$ cat src/rtl/instruction_decoder.sv
//------------------------------------------------------------------------------
// instruction_decoder: instruction register, squash bit, zero flag and decode
// Rev 1.0
//------------------------------------------------------------------------------
`default_nettype none

module instruction_decoder #(
  parameter int IW   = 8,
  parameter int DW   = 4,
  parameter int NREG = 8
) (
  input  logic            clk,
  input  logic            reset_n,
  input  logic [IW-1:0]   pm_data,
  input  logic            alu_zero,
  output logic [IW-1:0]   ir,
  output logic            ir_valid,
  output logic            jmp,
  output logic            jmp_nz,
  output logic [DW-1:0]   jmp_addr,
  output logic            dont_jmp,
  output logic [NREG-1:0] ld_en,
  output logic [2:0]      src_sel,
  output logic [DW-1:0]   imm,
  output logic            imm_sel,
  output logic [2:0]      alu_func,
  output logic            alu_en
);

  logic            z;
  logic            taken;
  logic [NREG-1:0] dec_ld;
  logic            dec_imm_sel;
  logic            dec_alu;
  logic            dec_jmp;
  logic            dec_jnz;

  always_comb begin
    dec_ld      = '0;
    dec_imm_sel = 1'b0;
    dec_alu     = 1'b0;
    dec_jmp     = 1'b0;
    dec_jnz     = 1'b0;
    casez (ir)
      8'b0???_????: begin
        dec_ld[ir[6:4]] = 1'b1;
        dec_imm_sel     = 1'b1;
      end
      8'b10??_????: begin
        // Moving a register onto itself is the NOP encoding
        if (ir[5:3] != ir[2:0]) dec_ld[ir[5:3]] = 1'b1;
      end
      8'b110?_????: dec_alu = 1'b1;
      8'b1110_????: dec_jmp = 1'b1;
      8'b1111_????: dec_jnz = 1'b1;
      default: ;
    endcase
  end

  assign ld_en    = ir_valid ? dec_ld : '0;
  assign imm_sel  = ir_valid & dec_imm_sel;
  assign alu_en   = ir_valid & dec_alu;
  assign jmp      = ir_valid & dec_jmp;
  assign jmp_nz   = ir_valid & dec_jnz;
  assign jmp_addr = ir[DW-1:0];
  assign imm      = ir[DW-1:0];
  assign src_sel  = ir[2:0];
  assign alu_func = ir[4:2];
  assign dont_jmp = z;

  // Squashed jumps are already gated off above, so flushes cannot chain
  assign taken = jmp | (jmp_nz & ~z);

  always_ff @(posedge clk or negedge reset_n) begin
    if (!reset_n) begin
      ir       <= '0;
      ir_valid <= 1'b0;
      z        <= 1'b1;
    end else begin
      ir       <= pm_data;
      ir_valid <= ~taken;
      if (alu_en) z <= alu_zero;
    end
  end

endmodule

`default_nettype wire

$ cat config.mk
export PLATFORM = sky130hd
export DESIGN_NAME = instruction_decoder
export DESIGN_NICKNAME = d
export VERILOG_FILES = /design/src/rtl/instruction_decoder.sv
export SDC_FILE = /design/constraint.sdc
export NUM_CORES = 1
export LEC_CHECK = 0
export BUFFER_PORTS_ARGS = -buffer_cell sky130_fd_sc_hd__buf_2
export CAP_MARGIN = 5
export CORE_MARGIN = 4
export CORE_UTILIZATION = 35
export DETAILED_ROUTE_END_ITERATION = 10
export HOLD_SLACK_MARGIN = 0.02
export PLACE_DENSITY = 0.78
export SYNTH_ARGS = -nofsm -noshare
export SYNTH_HDL_FRONTEND = slang
export SYNTH_SLANG_ARGS = --single-unit
export TNS_END_PERCENT = 5
$ cat constraint.sdc
create_clock -name clk -period 1.43 [get_ports clk]
set_input_delay 0.0715 -clock clk [delete_from_list [all_inputs] [get_ports clk]]
set_output_delay 0.0715 -clock clk [all_outputs]
set_load 0.02 [all_outputs]
==> impl_metrics.json, run 1 <==
{
  "cp_data_arrival_time_ns": 1.48,
  "max_cap_viol_count": 0,
  "place_hpwl_um": 1210,
  "synth.ff_latch_count": 10,
  "synth.most_common_cell": "buf_4",
  "seq_area_frac_synth_pct": 39.57,
  "die_y_um": 50.62,
  "crit_path_start_kind": "register",
  "max_slew_margin_pct": 82.44,
  "tritoncts": "yes",
  "layout.core_utilization_pct": 60.51,
  "detail_route.drc_violations": 0,
  "synth_cell_types": 28,
  "critical_path_buf_inv_count": 1,
  "data_required_critical_path_ns": 1.36,
  "start_util_pct": 36.81,
  "post_synth_inst_count": 66,
  "p_leak_uw": 0.0004997,
  "syn2layout_area_growth_pct": 64.37,
  "failed_checks": "negative setup slack",
  "core-area_sq_um": 1727,
  "timing_hold_violations_final": 0,
  "synth.area.top_cells": "dfrtp_1, buf_4, nand3b_1",
  "synth-edff-count": 0,
  "nets_finish": 131,
  "tightest_slew_ns": 0.2618,
  "firstDrtPassIters": 4,
  "synth.cell_area_sq_um": 635.6,
  "dr.first_iter.drc_count": 7,
  "post_synth_most_frequent_cells": "buf_4, dfrtp_1, nand2_1, nand3b_1, nor2_1",
  "synth.net_count": 77,
  "power_density_nw_per_um2": 751.3,
  "overall_global_routing_usage_pct": 14.94,
  "clock-skew-final_ns": 0.007282,
  "post_detailed_route_via_to_cell_ratio": 4.521,
  "run_status": "finished with violations",
  "die-width_um": 50.62,
  "cts-root-buf": "clkbuf_4",
  "rows": 15,
  "antenna_found_initial": 0,
  "crit_slowest_cell": "dfrtp_2",
  "via_count": 651,
  "global_route_wire_length_before_repair_um": 2911,
  "clk_transition_reported_paths_ns": 0.06,
  "post-synth-top-area-cell": "dfrtp_1",
  "worstHoldPathType": "in2reg",
  "cts.sinks": 10,
  "placement.setup.worst_slack_ns": 0.1088,
  "critPathTopFamily": "flip-flops",
  "synthArstFlopShare_pct": 100.0,
  "antenna_diode_count": 0,
  "route.detailed.wl_per_inst_um": 12.01,
  "fin_crit_sh_pct": 108.2,
  "synthesized_area_divided_by_synthesized_cell_count_sq_um": 9.630,
  "proportion_of_netlist_area_held_by_the_largest_area_contributor_pct": 35.43,
  "routed_wl_um": 1729,
  "setup_ws_ns": -0.1173,
  "reg2reg_setup_slack_ns": 0.13,
  "worst-path-max-fanout": 6,
  "globalRoute.totalOverflow": 0,
  "globalplace.congestion": 0.6643,
  "worstPathCellList": "xor2_2, o31ai_2, o21ai_0, buf_2",
  "num_io_pins": 47,
  "finalPower_uw": 784.9,
  "number_of_global_route_vias_before_repair": 658,
  "min_period_ns": 1.547,
  "fmaxAchievable_mhz": 646.3,
  "ir_worst_vdd_v": 0.0005966,
  "report.final.setup_viol": 8,
  "port_buffers": 46,
  "drtAntennaViolNets": 0,
  "clock_insertion_delay_worst_skew_ns": 0.27,
  "ys.flop_type": "dfrtp_1",
  "cts.path.max_buffers": 2,
  "synth.yosys.warnings": 0,
  "grt_max_degree": 13,
  "rsz_0062_raised_after_global_routing": "true",
  "worst_path_largest_cell_delay_ns": 0.46,
  "post_route_cells_drive_above_1_share_pct": 65.55,
  "cts.htree.levels": 1,
  "setup_crit_end_kind": "primary output",
  "crit_type": "reg2out",
  "numCtsBuffers": 3,
  "report.final.slew_viol_count": 0,
  "dieArea_sq_um": 2562
}
==> layout by cell type (no fill, tap or decap), drive strengths merged, types with 3 or more instances in the layout <==
cell type    count
buf             56
nand2            4
nand3b           4
nand2b           3
xor2             3
nor2             5
dfrtp            9
dlygate4sd3      9
clkbuf           4
==> cells by family after synthesis <==
group / synth area share, %
simple gates: 23.23
buf+inv: 18.70
compound gates: 12.60
flops: 39.57
xor+xnor: 4.135
mux: 1.772
==> report_power, final <==
group | internal (uW) | switching [uW]
Combinational | 113 | 145
Sequential | 308 | 21.7
Clock | 108 | 89.4
==> timing repair <==
item / 4_1_cts / 5_1_grt
hold buffers: 9 / 0
endpoints found under the setup margin: 8 / 11
resized for setup: 13 / 13
pin swaps: 6 / 3
hold endpoints to repair: 18 / 0
buffers inserted: 6 / 1
==> state kept, by name (all words and copies together) (netlist names) <==
register,cells
ir_valid,1
ir,8
dont_jmp,1
==> cell type report <==
class | instances | area [sq um]
Clock buffer | 4 | 26.28
Tap cell | 25 | 31.28
Timing Repair Buffer | 65 | 424.2
Inverter | 1 | 3.754
Multi-Input combinational cell | 39 | 299.0
Sequential cell | 10 | 260.3
Fill cell | 155 | 681.9
==> per-layer routing <==
metal / GRT usage (%) / routed length, um / vias up
li1: - / - / 323
met1: 15.26 / 643 / 299
met2: 28.91 / 961 / 26
met3: 0.8902 / 89 / 3
met4: 9.417 / 36 / 0
met5: 0 / 0 / -
==> per-stage QoR <==
step                      instances  cell area [sq um]  hold WS [ns]  setup TNS, ns
after floorplan                  66              635.6       -0.2241      -0.008787
after global placement          124              804.5      -0.06817              0
after detailed placement        124              804.5      -0.07000              0
after CTS                       143               1001       0.02388        -0.6726
after global routing            144               1045       0.04094         -1.231
final                           144               1045       0.02955        -0.5510
==> final timing paths <==
kind	start	end	cells after the start
max	ir[5]$_DFF_PN0_	ld_en[5]	4
min	alu_zero	dont_jmp$_DFFE_PN1P_	2
max reg2reg	ir[5]$_DFF_PN0_	dont_jmp$_DFFE_PN1P_	4
min reg2reg	dont_jmp$_DFFE_PN1P_	ir_valid$_DFF_PN0_	1
max in group asynchronous	reset_n	dont_jmp$_DFFE_PN1P_	2
min in group asynchronous	reset_n	ir[4]$_DFF_PN0_	2
(Power assumes the default switching activity.)
==> run 2: changes to the inputs <==
- CTS_BUF_LIST: not set -> sky130_fd_sc_hd__clkbuf_16
- clock period: 1.43 -> 1.67 ns (I/O delays scaled with it)
==> run 2 against run 1 <==
Effect of this change:
- the run now ends clean
- clock-buffer cell count decreased by 1
- global-route usage decreased by 0.37 points
- final area is 6.9% lower
- final cell count decreased by 6.3%
- core utilization shrank 4.2 points
- clock skew decreased by 0.0070 ns
- critical path type unchanged
- largest power group is now the clock network
==> impl_metrics.json, run 2 (synthesized netlist as in run 1, its figures left out) <==
{
  "final.fill_count": 152,
  "overall_global_routing_usage_pct": 14.57,
  "crit_path_start_kind": "register",
  "via_count": 621,
  "clk_transition_reported_paths_ns": 0.04,
  "detail_route.drc_violations": 0,
  "cts-root-buf": "clkbuf_16",
  "fin_tns_setup_ns": 0,
  "firstDrtPassIters": 4,
  "final_common_cell": "buf_2",
  "globalRoute.totalOverflow": 0,
  "crit_type": "reg2out",
  "max_cap_viol_count": 0,
  "numCtsBuffers": 3,
  "p_clk_share_pct": 46.3,
  "rows": 15,
  "fin_crit_sh_pct": 93.22,
  "dieArea_sq_um": 2562,
  "report.final.slew_viol_count": 0,
  "antenna_found_initial": 0,
  "place_hpwl_um": 1153,
  "cts.htree.levels": 1,
  "largest_reg_flops": 8,
  "p_sw_uw": 235.6,
  "power_density_nw_per_um2": 913.2,
  "dr.first_iter.drc_count": 12,
  "antenna_diode_count": 0,
  "min_period_ns": 1.557,
  "p_int_uw": 652.2,
  "data_required_critical_path_ns": 1.59,
  "global_route_wire_length_before_repair_um": 2808,
  "post_route_cells_drive_above_1_share_pct": 53.64,
  "worstHoldPathType": "in2reg",
  "clock_insertion_delay_worst_skew_ns": 0.23,
  "post_detailed_route_via_to_cell_ratio": 4.600,
  "fmaxAchievable_mhz": 642.3,
  "ir_worst_vdd_v": 0.0006877,
  "die_y_um": 50.62,
  "power.combinational.fraction_pct": 21.3,
  "globalplace.congestion": 0.6891,
  "number_of_global_route_vias_before_repair": 618,
  "route.detailed.wl_per_inst_um": 12.64,
  "die-width_um": 50.62,
  "routed_wl_um": 1706,
  "cts.path.max_buffers": 2,
  "cts.sinks": 10,
  "multi_input_comb_area_sq_um": 275.3,
  "core-area_sq_um": 1727,
  "worst-path-max-fanout": 12,
  "cp_data_arrival_time_ns": 1.47,
  "sequentialPowerShare_pct": 32.5,
  "tightest_slew_ns": 0.2987,
  "grt_max_degree": 13,
  "setup_ws_ns": 0.1132,
  "clock-skew-final_ns": 0.0002944,
  "run_status": "complete, no violations",
  "placement.setup.worst_slack_ns": 0.2495,
  "top_register": "ir",
  "cts_post_setup_buffers_inserted": 0,
  "finalNonFillerCells": 135,
  "layout.area.seq_sq_um": 255.2,
  "tritoncts": "yes",
  "port_buffers": 46,
  "timing_hold_violations_final": 0,
  "layout_common_cells": "buf_2, dlygate4sd3_1, dfrtp_1",
  "placedCellCount": 122,
  "swShare_pct": 26.54,
  "nets_finish": 122,
  "drtAntennaViolNets": 0,
  "rsz_0062_raised_after_global_routing": "false",
  "start_util_pct": 36.81,
  "reg2reg_setup_slack_ns": 0.54,
  "syn2layout_area_growth_pct": 52.95,
  "report.final.setup_viol": 0,
  "setup_crit_end_kind": "primary output",
  "p_leak_uw": 0.0004773,
  "max_slew_margin_pct": 79.84,
  "num_io_pins": 47
}
## run 2: cell count changes in the layout (fill, tap and decap cells not counted), sizes merged
cell,previous run,this run
clkinv,0,1
buf,56,47
clkbuf,4,3
## run 2: what timing repair did
item,in CTS,in global routing
endpoints found under the setup margin,1,5
hold buffers,9,0
hold endpoints to repair,18,0
gates resized for setup,1,4
## run 2: final cells by class
class | count | area share, %
tap | 25 | 3.218
clock inverter | 1 | 0.3861
multi-input combinational | 39 | 28.31
timing repair buffer | 56 | 33.72
sequential | 10 | 26.25
inverter | 1 | 0.3861
clock buffer | 3 | 7.722
## run 2: power by group through the flow
stage	Sequential (uW)	Clock, uW	Combinational (uW)
final	288	411	189
after detailed placement	291	0	167
after global routing	293	426	203
after global placement	289	0	166
after CTS	288	414	185
after floorplan	306	0	107
## run 2: final timing paths
kind / start / endpoint / cells past startpoint
worst max-delay path: ir[5]$_DFF_PN0_ / ld_en[5] / 4
worst min-delay path: alu_zero / dont_jmp$_DFFE_PN1P_ / 2
worst max register to register: ir[6]$_DFF_PN0_ / dont_jmp$_DFFE_PN1P_ / 3
worst min register to register: dont_jmp$_DFFE_PN1P_ / ir_valid$_DFF_PN0_ / 1
max in group asynchronous: reset_n / dont_jmp$_DFFE_PN1P_ / 2
min in group asynchronous: reset_n / ir[3]$_DFF_PN0_ / 2
## run 2: worst max-delay path, cell delays in order, from the launching register on
cell and delay, ns:
dfrtp_2 0.47, xor2_1 0.19, o31ai_2 0.29, o21ai_0 0.11, buf_2 0.17
## run 2: metal layers
layer	share of wire [%]	global-route usage [%]
met3	6.1	3.561
met1	38	14.89
met5	0	0
met2	55	26.74
met4	1.0	8.072
## run 2: through the flow
| stage | hold slack, ns | power, uW | instance area (sq um) | utilization [%] |
|---|---|---|---|---|
| final | 0.07835 | 887.8 | 972.2 | 56.30 |
| after global routing | 0.09959 | 922.5 | 972.2 | 56.30 |
| after CTS | 0.07702 | 885.9 | 963.4 | 55.80 |
| after detailed placement | -0.05578 | 457.2 | 789.5 | 45.72 |
| after global placement | -0.05772 | 455.2 | 789.5 | 45.72 |
| after floorplan | -0.2121 | 412.5 | 635.6 | - |
==> run 3: changes to the inputs <==
- clock period: 1.67 -> 1.7 ns (I/O delays scaled with it)
==> run 3 against run 2 <==
Effect of this change:
- hold slack improved by 0.0015 ns
- flip-flop and latch count did not move
- die area stayed put
- final area down 0.26%
- core utilization decreased by 0.14 points
- non-clock buffer count unchanged
- critical path type unchanged
- critical endpoint unchanged
==> impl_metrics.json, run 3 (synthesized netlist as in run 1, its figures left out) <==
{
  "clock_insertion_delay_worst_skew_ns": 0.23,
  "drtAntennaViolNets": 0,
  "placement.setup.worst_slack_ns": 0.2780,
  "finalPower_uw": 871.5,
  "place_hpwl_um": 1153,
  "die_y_um": 50.62,
  "crit_slowest_cell": "dfrtp_1",
  "antenna_found_initial": 0,
  "worstPathCellList": "xor2_1, o31ai_2, o21ai_0, buf_2",
  "largest_reg_flops": 8,
  "tritoncts": "yes",
  "report.final.slew_viol_count": 0,
  "holdPathStages": 2,
  "crit_type": "reg2out",
  "globalplace.congestion": 0.6891,
  "cts.sinks": 10,
  "p_leak_uw": 0.0004793,
  "clk_transition_reported_paths_ns": 0.04,
  "critical_path.reg2reg.startpoint": "ir[6]$_DFF_PN0_",
  "numCtsBuffers": 3,
  "post_detailed_route_via_to_cell_ratio": 4.600,
  "fmaxAchievable_mhz": 635.1,
  "via_count": 621,
  "grtUsageMet1_pct": 14.89,
  "holdCritStartpoint": "alu_zero",
  "most_used_layer_global_route": "met2",
  "global_route_wire_length_before_repair_um": 2808,
  "max_slew_margin_pct": 79.84,
  "fin_tns_setup_ns": 0,
  "worst_path_largest_cell_delay_ns": 0.46,
  "grt.met3_usage_pct": 3.561,
  "max_cap_viol_count": 0,
  "grt_use_met2_pct": 26.74,
  "core-area_sq_um": 1727,
  "report.final.setup_viol": 0,
  "firstDrtPassIters": 4,
  "number_of_global_route_vias_before_repair": 618,
  "power.combinational.fraction_pct": 21.3,
  "layout_common_cells": "buf_2, dlygate4sd3_1, dfrtp_1",
  "cts.htree.levels": 1,
  "dr.first_iter.drc_count": 12,
  "routed_wl_um": 1706,
  "setup_crit_end_kind": "primary output",
  "die-width_um": 50.62,
  "setup_ws_ns": 0.1254,
  "fin_crit_sh_pct": 92.62,
  "num_io_pins": 47,
  "sequentialPowerShare_pct": 32.4,
  "nets_finish": 122,
  "route.detailed.wl_per_inst_um": 12.64,
  "p_int_uw": 640.1,
  "power_density_nw_per_um2": 898.8,
  "rows": 15,
  "depth_of_the_worst_register_to_register_path": 3,
  "ir_worst_vdd_v": 0.0006756,
  "crit-reg2reg-capture": "dont_jmp$_DFFE_PN1P_",
  "crit_path_start_kind": "register",
  "syn2layout_area_growth_pct": 52.56,
  "min_period_ns": 1.575,
  "placedCellCount": 122,
  "data_required_critical_path_ns": 1.62,
  "swShare_pct": 26.56,
  "run_status": "complete, no violations",
  "reg2reg_setup_slack_ns": 0.57,
  "port_buffers": 46,
  "fin_hold_ws_ns": 0.07985,
  "p_sw_uw": 231.4,
  "finalNonFillerCells": 135,
  "startpoint": "ir[2]$_DFF_PN0_",
  "dieArea_sq_um": 2562,
  "start_util_pct": 36.81,
  "cts.path.max_buffers": 2,
  "post_route_cells_drive_above_1_share_pct": 51.82,
  "detail_route.drc_violations": 0,
  "tightest_slew_ns": 0.2987,
  "globalRoute.totalOverflow": 0,
  "hold_path_end": "dont_jmp$_DFFE_PN1P_",
  "cp_data_arrival_time_ns": 1.49,
  "clock-skew-final_ns": 0.0002964,
  "final_common_cell": "buf_2",
  "cts-root-buf": "clkbuf_16",
  "timing_hold_violations_final": 0,
  "rsz_0062_raised_after_global_routing": "false",
  "p_clk_share_pct": 46.3,
  "worstHoldPathType": "in2reg",
  "antenna_diode_count": 0,
  "worst-path-max-fanout": 10,
  "top_register": "ir",
  "grt_max_degree": 13,
  "overall_global_routing_usage_pct": 14.57
}
==> run 3: routing by layer <==
layer  up-vias  wire length, um
met5         -                0
met4         0               17
met3         2              104
met2        20              936
met1       293              648
li1        306                -
==> run 3: power groups by stage <==
stage	registers [uW]	logic, uW	clock network (uW)
5_1_grt	288	199	418
3_5_place_dp	285	164	0
2_1_floorplan	300	105	0
3_3_place_gp	284	163	0
6_report	283	185	403
4_1_cts	283	180	406
==> run 3: how the worst max path moves through the flow <==
stage | slack (ns) | end
2_1_floorplan | 0.13 | ld_en[3]
3_5_place_dp | 0.28 | ld_en[5]
4_1_cts | 0.02 | ld_en[5]
6_report | 0.13 | ld_en[5]
5_1_grt | 0.02 | ld_en[4]
3_3_place_gp | 0.34 | ld_en[5]
==> run 3: cell type report <==
| class | instances | area (sq um) |
|---|---|---|
| inverters | 1 | 3.754 |
| clock buffers | 3 | 75.07 |
| flip-flops and latches | 10 | 252.7 |
| repair buffers | 56 | 327.8 |
| fillers | 152 | 757.0 |
| clock inverters | 1 | 3.754 |
| well taps | 25 | 31.28 |
| multi-input cells | 39 | 275.3 |
==> run 3: timing repair <==
action | 4_1_cts | 5_1_grt
setup endpoints to repair | 0 | 4
endpoints found under the hold margin | 18 | 0
hold buffers | 9 | 0
buffers inserted | 0 | 0
resized for setup | 0 | 3
==> run 3: through the flow <==
| step | cell area (sq um) | utilization, % |
|---|---|---|
| after floorplan | 635.6 | - |
| after global placement | 789.5 | 45.72 |
| after detailed placement | 789.5 | 45.72 |
| after CTS | 958.4 | 55.51 |
| after global routing | 969.7 | 56.16 |
| final | 969.7 | 56.16 |
==> run 3: critical path: cells and delay by family, from the launching register on <==
family	cells	cell delay (ns)
flops	1	0.46
compound gates	2	0.41
xor+xnor	1	0.23
buf+inv	1	0.17
